<file path="src/rtl/alu_ctrl_pkg.sv">
// Shared opcode encodings, FSM state type and address-width helper for the ALU controller.
package alu_ctrl_pkg;

  typedef enum logic [1:0] {
    OP_ALU0  = 2'b00,
    OP_ALU1  = 2'b01,
    OP_LOADI = 2'b10,
    OP_NOP   = 2'b11
  } op_e;

  typedef enum logic [1:0] {
    ST_IDLE    = 2'b00,
    ST_ISSUE   = 2'b01,
    ST_CAPTURE = 2'b10
  } state_e;

  // A one-entry register file still needs a one-bit address.
  function automatic int addr_w(input int n);
    return (n > 1) ? $clog2(n) : 1;
  endfunction

endpackage

</file>
<file path="src/rtl/alu_ctrl_if.sv">
// Instruction, ALU and debug bus of the ALU controller.
// ALU_CTRL_ZERO_FLAG_EN adds the registered zero flag signal.
interface alu_ctrl_if
  import alu_ctrl_pkg::*;
#(
  parameter int DATA_W = 8,
  parameter int NREG   = 4
);
  localparam int AW = addr_w(NREG);

  logic              instr_valid;
  logic              instr_ready;
  logic [1:0]        op;
  logic [AW-1:0]     rd;
  logic [AW-1:0]     ra;
  logic [AW-1:0]     rb;
  logic [DATA_W-1:0] imm;
  logic [DATA_W-1:0] x;
  logic [DATA_W-1:0] y;
  logic              sel;
  logic [DATA_W-1:0] data_out;
  logic              cnext;
  logic              done;
  logic              carry;
  logic [AW-1:0]     dbg_addr;
  logic [DATA_W-1:0] dbg_data;
`ifdef ALU_CTRL_ZERO_FLAG_EN
  logic              zero;
`endif

  modport master (
    output instr_valid, op, rd, ra, rb, imm, data_out, cnext, dbg_addr,
    input  instr_ready, x, y, sel, done, carry, dbg_data
`ifdef ALU_CTRL_ZERO_FLAG_EN
    , input zero
`endif
  );

  modport slave (
    input  instr_valid, op, rd, ra, rb, imm, data_out, cnext, dbg_addr,
    output instr_ready, x, y, sel, done, carry, dbg_data
`ifdef ALU_CTRL_ZERO_FLAG_EN
    , output zero
`endif
  );

endinterface

</file>
<file path="src/rtl/alu_ctrl_regfile.sv">
// NREG x DATA_W register file: two operand read ports, one debug read port,
// one synchronous write port, asynchronous clear.
module alu_ctrl_regfile #(
  parameter int DATA_W = 8,
  parameter int NREG   = 4,
  parameter int AW     = 2
) (
  input  logic              clk,
  input  logic              rst_n,
  input  logic              we,
  input  logic [AW-1:0]     waddr,
  input  logic [DATA_W-1:0] wdata,
  input  logic [AW-1:0]     ra,
  input  logic [AW-1:0]     rb,
  input  logic [AW-1:0]     dbg_addr,
  output logic [DATA_W-1:0] rdata_a,
  output logic [DATA_W-1:0] rdata_b,
  output logic [DATA_W-1:0] dbg_data
);

  logic [DATA_W-1:0] mem [NREG];

  always_ff @(posedge clk or negedge rst_n) begin
    if (!rst_n) begin
      for (int i = 0; i < NREG; i++) mem[i] <= '0;
    end else if (we) begin
      mem[waddr] <= wdata;
    end
  end

  assign rdata_a  = mem[ra];
  assign rdata_b  = mem[rb];
  assign dbg_data = mem[dbg_addr];

endmodule

</file>
<file path="src/rtl/alu_ctrl.sv">
// Three-state controller feeding an external combinational ALU from a small register file.
// ALU_CTRL_ZERO_FLAG_EN enables the registered zero flag.
module alu_ctrl
  import alu_ctrl_pkg::*;
#(
  parameter int DATA_W = 8,
  parameter int NREG   = 4
) (
  input  logic       clk,
  input  logic       rst_n,
  alu_ctrl_if.slave  bus
);

  localparam int AW = addr_w(NREG);

  state_e            state, state_nx;
  logic              ready, accept, is_alu, done_nx;
  logic              rf_we;
  logic [AW-1:0]     rf_waddr, rd_q;
  logic [DATA_W-1:0] rf_wdata, src_a, src_b;
  logic [DATA_W-1:0] x_q, y_q;
  logic              sel_q, carry_q, done_q;

  alu_ctrl_regfile #(
    .DATA_W (DATA_W),
    .NREG   (NREG),
    .AW     (AW)
  ) u_regfile (
    .clk      (clk),
    .rst_n    (rst_n),
    .we       (rf_we),
    .waddr    (rf_waddr),
    .wdata    (rf_wdata),
    .ra       (bus.ra),
    .rb       (bus.rb),
    .dbg_addr (bus.dbg_addr),
    .rdata_a  (src_a),
    .rdata_b  (src_b),
    .dbg_data (bus.dbg_data)
  );

  always_ff @(posedge clk or negedge rst_n) begin
    if (!rst_n) state <= ST_IDLE;
    else        state <= state_nx;
  end

  always_comb begin
    state_nx = state;
    ready    = 1'b0;
    accept   = 1'b0;
    is_alu   = 1'b0;
    done_nx  = 1'b0;
    rf_we    = 1'b0;
    rf_waddr = rd_q;
    rf_wdata = bus.data_out;
    case (state)
      ST_IDLE: begin
        ready  = 1'b1;
        accept = bus.instr_valid;
        if (accept) begin
          case (bus.op)
            OP_ALU0, OP_ALU1: begin
              is_alu   = 1'b1;
              state_nx = ST_ISSUE;
            end
            OP_LOADI: begin
              rf_we    = 1'b1;
              rf_waddr = bus.rd;
              rf_wdata = bus.imm;
              done_nx  = 1'b1;
            end
            default: done_nx = 1'b1;
          endcase
        end
      end
      ST_ISSUE: state_nx = ST_CAPTURE;
      ST_CAPTURE: begin
        rf_we    = 1'b1;
        done_nx  = 1'b1;
        state_nx = ST_IDLE;
      end
      default: state_nx = ST_IDLE;
    endcase
  end

  // Operands and destination are latched only at an accepted ALU instruction and
  // then held, so LOADI/NOP never disturb what the ALU was last given.
  always_ff @(posedge clk or negedge rst_n) begin
    if (!rst_n) begin
      x_q     <= '0;
      y_q     <= '0;
      sel_q   <= 1'b0;
      rd_q    <= '0;
      carry_q <= 1'b0;
      done_q  <= 1'b0;
    end else begin
      done_q <= done_nx;
      if (is_alu) begin
        x_q   <= src_a;
        y_q   <= src_b;
        sel_q <= bus.op[0];
        rd_q  <= bus.rd;
      end
      if (state == ST_CAPTURE) carry_q <= bus.cnext;
    end
  end

`ifdef ALU_CTRL_ZERO_FLAG_EN
  logic zero_q;

  always_ff @(posedge clk or negedge rst_n) begin
    if (!rst_n)                                   zero_q <= 1'b0;
    else if (state == ST_CAPTURE)                 zero_q <= (bus.data_out == '0);
    else if (accept && (bus.op == 2'(OP_LOADI)))  zero_q <= (bus.imm == '0);
  end

  assign bus.zero = zero_q;
`endif

  assign bus.instr_ready = ready;
  assign bus.x           = x_q;
  assign bus.y           = y_q;
  assign bus.sel         = sel_q;
  assign bus.carry       = carry_q;
  assign bus.done        = done_q;

endmodule

</file>
<file path="src/flat_wrapper.sv">
// flat-port wrapper written by rule: the top's interface ports become plain ports
module alu_ctrl_flat import alu_ctrl_pkg::*;
#(
  parameter int DATA_W = 8,
  parameter int NREG   = 4
)
  (clk, rst_n, bus_instr_valid, bus_op, bus_rd, bus_ra, bus_rb, bus_imm, bus_data_out, bus_cnext, bus_dbg_addr, bus_instr_ready, bus_x, bus_y, bus_sel, bus_done, bus_carry, bus_dbg_data);
  alu_ctrl_if #(.DATA_W(DATA_W), .NREG(NREG)) bus_i ();
  input  logic clk;
  input  logic rst_n;
  input wire logic [$bits(bus_i.instr_valid)-1:0] bus_instr_valid;
  input wire logic [$bits(bus_i.op)-1:0] bus_op;
  input wire logic [$bits(bus_i.rd)-1:0] bus_rd;
  input wire logic [$bits(bus_i.ra)-1:0] bus_ra;
  input wire logic [$bits(bus_i.rb)-1:0] bus_rb;
  input wire logic [$bits(bus_i.imm)-1:0] bus_imm;
  input wire logic [$bits(bus_i.data_out)-1:0] bus_data_out;
  input wire logic [$bits(bus_i.cnext)-1:0] bus_cnext;
  input wire logic [$bits(bus_i.dbg_addr)-1:0] bus_dbg_addr;
  output wire logic [$bits(bus_i.instr_ready)-1:0] bus_instr_ready;
  output wire logic [$bits(bus_i.x)-1:0] bus_x;
  output wire logic [$bits(bus_i.y)-1:0] bus_y;
  output wire logic [$bits(bus_i.sel)-1:0] bus_sel;
  output wire logic [$bits(bus_i.done)-1:0] bus_done;
  output wire logic [$bits(bus_i.carry)-1:0] bus_carry;
  output wire logic [$bits(bus_i.dbg_data)-1:0] bus_dbg_data;
  assign bus_i.instr_valid = bus_instr_valid;
  assign bus_i.op = bus_op;
  assign bus_i.rd = bus_rd;
  assign bus_i.ra = bus_ra;
  assign bus_i.rb = bus_rb;
  assign bus_i.imm = bus_imm;
  assign bus_i.data_out = bus_data_out;
  assign bus_i.cnext = bus_cnext;
  assign bus_i.dbg_addr = bus_dbg_addr;
  assign bus_instr_ready = bus_i.instr_ready;
  assign bus_x = bus_i.x;
  assign bus_y = bus_i.y;
  assign bus_sel = bus_i.sel;
  assign bus_done = bus_i.done;
  assign bus_carry = bus_i.carry;
  assign bus_dbg_data = bus_i.dbg_data;
  alu_ctrl #(.DATA_W(DATA_W), .NREG(NREG)) u_core (.clk(clk), .rst_n(rst_n), .bus(bus_i));
endmodule
</file>
<file path="config.mk">
export PLATFORM = sky130hd
export DESIGN_NAME = alu_ctrl_flat
export DESIGN_NICKNAME = d
export VERILOG_FILES = /design/src/rtl/alu_ctrl_pkg.sv /design/src/rtl/alu_ctrl_if.sv /design/src/rtl/alu_ctrl_regfile.sv /design/src/rtl/alu_ctrl.sv /design/src/flat_wrapper.sv
export SDC_FILE = /design/constraint.sdc
export NUM_CORES = 1
export LEC_CHECK = 0
export CORE_MARGIN = 2
export CORE_UTILIZATION = 40
export DETAILED_ROUTE_END_ITERATION = 12
export MAX_ROUTING_LAYER = met4
export PLACE_DENSITY = 0.71
export SYNTH_ARGS = -nofsm -noshare
export SYNTH_HDL_FRONTEND = slang
export SYNTH_SLANG_ARGS = --single-unit
</file>
<file path="constraint.sdc">
create_clock -name clk -period 4.05 [get_ports clk]
set_input_delay 0.81 -clock clk [delete_from_list [all_inputs] [get_ports clk]]
set_output_delay 0.81 -clock clk [all_outputs]
set_load 0.05 [all_outputs]
</file>
# Yosys cells after proc, flatten, opt, wreduce, memory -nomap -nowiden

Cells that the tools add are included.

Register bits: 55
Bits of input ports: 30
Output and inout bits: 28
Logic and storage cells: 62

$lt $le $gt $ge: 5
Eq/ne operators: 6
Mux-type cells: 31
Bitwise operators: 4
Reduce and logical (&&, ||, !) cells: 5

Operator list:

| cell               | number |
|---|---|
| $mux 8             | 10 |
| $bmux 8 s2         | 3 |
| $bwmux 32          | 1 |
| $demux 8 s2        | 1 |
| $ge 3x3->1 const B | 4 |
| $not 2->3          | 4 |
| $mux 2             | 5 |
| $mux 1             | 8 |
| $eq 2x1->1 const B | 2 |
| $eq 2x2->1 const B | 2 |
| $logic_not 2->1    | 2 |
| $ne 2x2->1 const B | 2 |
| $pmux 1 s2         | 2 |
| $pmux 2 s2         | 1 |
| $lt 3x1->1 const B | 1 |
| $reduce_and 2->1   | 1 |
| $reduce_or 2->1    | 1 |
| $logic_and 1x1->1  | 1 |

# Longest topological paths before layout

Depth after elaboration: 10
Mapped depth: 7

# Modules after synthesis

From an unflattened synthesis, not the netlist that was laid out.

Cells, all modules: 162
Area, all modules: 2,861.5 sq um

Modules (own cells, without submodules):

| module           | times used | cells each | area an instance (sq um) |
|---|---|---|---|
| alu_ctrl_regfile | 1          | 98         | 1,779.2 |
| alu_ctrl         | 1          | 64         | 1,082.3 |

# Least setup slack after synthesis

OpenSTA, ideal clock, no wires.

Path type: input-to-output
Start point: in bus_dbg_addr[0]
End point: out bus_dbg_data[0]
Arrival time: 1.954 ns
Slack: 1.286 ns
Stages on the path: 2
Path buffers: 1
Path through: clkbuf_1 > mux4_2

Longest elaborated chain between the ends: 4

RTL lines:

| what                                      | line                   | text |
|---|---|---|
| from (decl)                               | flat_wrapper.sv:19     | `input wire logic [$bits(bus_i.dbg_addr)-1:0] bus_dbg_addr;` |
| $not 2->3 (not written as such)           | alu_ctrl_regfile.sv:33 | `assign dbg_data = mem[dbg_addr];` |
| $bmux 8 s2                                | alu_ctrl_regfile.sv:33 |  |
| $mux 8 (not written as such) (2 in a row) | alu_ctrl_regfile.sv:33 |  |
| to (decl)                                 | flat_wrapper.sv:26     | `output wire logic [$bits(bus_i.dbg_data)-1:0] bus_dbg_data;` |

No other way between the ends. The select of a mux whose other input is x is not followed.

# Final worst setup path

Start point: in bus_dbg_addr[0]
End point: out bus_dbg_data[2]

Same word-level chain as after synthesis.

==> impl_metrics.tcl <==
set metrics [dict create \
    worst-slew-pin-transition_ns 0.983 \
    n_antenna_cell 0 \
    fin_crit_sh_pct 87.4 \
    place_ws_ns 0.502 \
    cp_cell_sequence "clkdlybuf4s50_1, buf_4, mux4_2, clkdlybuf4s50_1" \
    r2r_start "u_core.state[1]" \
    yosys.area.top_type "dfrtp_1" \
    grt_pass1_wl_um 11000 \
    hpwl_um 4840 \
    die_h_um 88.1 \
    clock_path_buffers 2 \
    worstHoldStart "u_core.state[0]" \
    via_count 2014 \
    period_needed_ns 3.54 \
    yosys_warnings 0 \
    crit_slowest_cell "clkdlybuf4s50_1" \
    setup_viol 0 \
    comb_power_share_pct 50.7 \
    synthFlopType "dfrtp_1" \
    pwr-share-seq_pct 37.8 \
    maxCapViolCount 0 \
    end_kind "output pin" \
    holdWs_ns 0.507 \
    reg2reg_depth 5 \
    ys_seq_area_share_pct 48.7 \
    layout_commonest_cell "clkdlybuf4s50_1" \
    syn2layout_area_growth_pct 25.8 \
    synthTopCellsByArea "dfrtp_1, mux4_2, o22a_1" \
    grt_max_degree 44 \
    switching_share_pct 41.6 \
    r2r_setup_slack_ns 1.87 \
    synth.ff_latch_count 55 \
    critPathMaxStageDelay_ns 0.71 \
    synth_top_area_share_pct 48.7 \
    drive_gt1_share_pct 25.5 \
    fin_ws_ns 0.512 \
    vias_per_cell 5.87 \
    htreeDepth 2 \
    clock-sinks 55 \
    start_util_pct 41.4 \
    overflow 0 \
    final_util_pct 52.1 \
    hold-path-cell-count 1 \
    finalSetupTns_ns 0 \
    intPower_mw 1.55 \
    numCtsBuffers 5 \
    worstSetupPathType "input port to output pin" \
    ir_drop_mv 0.218 \
    postCtsSetupBuffers 0 \
    hold_buffers 0 \
    syn_nets 223 \
    yosys.cell_types.count 30 \
    powerDensity_nw_per_um2 745 \
    cts.clk_slew.worst_paths_ns 0.10 \
    clk_latency_ns 0.31 \
    drt_iter0_drc 144 \
    regArea_um2 1380 \
    first_global_vias 2057 \
    multi_input_comb_area_um2 1370 \
    wl_per_cell_um 20.1 \
    clockPowerShare_pct 11.5 \
    ant_nets 0 \
    routabilityCongestion 0.818 \
    die-width_um 88.1 \
    syn_area_per_cell_um2 14.7 \
    drc 0 \
    p_leak_nw 1.33 \
    cp.arrival_ns 2.73 \
    port_buffers 57 \
    power_switching_mw 1.10 \
    syn_inst 193 \
    status "completed" \
    rsz0062_at_grt "false" \
    placementRows 30 \
    dieArea_um2 7760 \
    coreArea_um2 6830 \
    fmaxAchievable_mhz 283 \
    antenna_found_initial 0 \
    gr-usage-all-layers_pct 20.0 \
    crit_required_ns 3.24 \
    critPathMostFrequentCell "clkdlybuf4s50_1" \
    num-fill-cells 629 \
    slew_headroom_pct 34.4 \
    skew_ns 0.00838 \
    reg2reg_to "u_core.u_regfile.mem[22]" \
    post_cts_resize_count 0 \
    cts_tree "built" \
    drt_wl_total_um 6900 \
    pin_count 58 \
    layout.nets 276 \
    hold_end "u_core.bus.done" \
    hold_viol 0 \
    synth_area_um2 2830 \
    root_buffer "clkbuf_8" \
    hold_path_class "register to register" \
    drv_slew 0 \
    layout_common_cells "clkdlybuf4s50_1, dfrtp_1, o22a_1" \
    async_flop_share_pct 100 \
    worstSetupStartpointType "input port" \
    drt_pre_antenna_iters 4 \
    synth-edff-count 0 \
    crit_fanout 8 \
]
[per-stage QoR]
stage / std cells / power [mW] / instance area (µm²)
after floorplan: 193 / 1.94 / 2830
after global placement: 335 / 2.33 / 3470
after detailed placement: 335 / 2.36 / 3470
after CTS: 343 / 2.66 / 3560
after global routing: 343 / 2.78 / 3560
final: 343 / 2.65 / 3560
[power groups by stage]
stage | sequential (mW) | clock [mW] | combinational (mW)
after floorplan | 1.27 | 0 | 0.676
after global placement | 0.999 | 0 | 1.33
after detailed placement | 1.01 | 0 | 1.35
after CTS | 0.998 | 0.310 | 1.36
after global routing | 1.04 | 0.333 | 1.41
final | 1.00 | 0.305 | 1.34
[worst max-delay path, delay by kind of cell]
family / cells / cell delay (ns)
buf+inv: 3 / 1.39
mux: 1 / 0.53
[sequential cells by signal, indices dropped and copies added (netlist names)]
signal and count:
u_core.bus.done 1, u_core.state 2, u_core.bus.y 8, u_core.bus.sel 1, u_core.bus.carry 1, u_core.rd_q 2
u_core.u_regfile.mem 32, u_core.bus.x 8
[how the worst max path moves through the flow]
stage,from,end,slack (ns),cells after the start
after CTS,bus_dbg_addr[0],bus_dbg_data[1],0.49,4
final,bus_dbg_addr[0],bus_dbg_data[2],0.51,4
after detailed placement,bus_dbg_addr[0],bus_dbg_data[1],0.50,4
after global routing,bus_dbg_addr[0],bus_dbg_data[2],0.45,4
after floorplan,bus_dbg_addr[0],bus_dbg_data[0],1.29,2
after global placement,bus_dbg_addr[0],bus_dbg_data[4],0.50,4
[cells in the mapped netlist, types with 2 or more instances]
cell type and instances:
o22a_1 32, a21oi_1 4, and3_1 8, mux4_2 24
buf_1 8, mux2_2 20, o21ai_0 3, dfrtp_1 55
nor2_1 2, and2_1 3, buf_2 3, nor2b_1 3
clkbuf_1 2, buf_6 2, a211o_1 8, nand4b_1 2
[cells by family (layout without fill, tap and decap cells)]
group           Yosys count  count (layout)  synth area share (%)
flops                    55              55                  48.7
compound gates           50              50                  14.7
mux                      44              44                  27.1
simple gates             27              27                  6.46
buf+inv                  17              71                  3.05
[layout make-up]
type | count | area share [%]
Timing Repair Buffer | 62 | 16.9
Clock buffer | 6 | 2.04
Multi-Input combinational cell | 121 | 38.5
Tap cell | 96 | 3.38
Inverter | 1 | 0.105
Sequential cell | 55 | 38.7
Clock inverter | 2 | 0.352
[layer usage]
layer	GRT usage (%)	vias to the layer above	routed length, µm
li1	-	878	-
met5	-	-	0
met2	29.1	73	3220
met4	6.89	0	113
met1	28.4	1051	3130
met3	3.49	12	439
No activity file was read; power rests on OpenSTA's default activity.
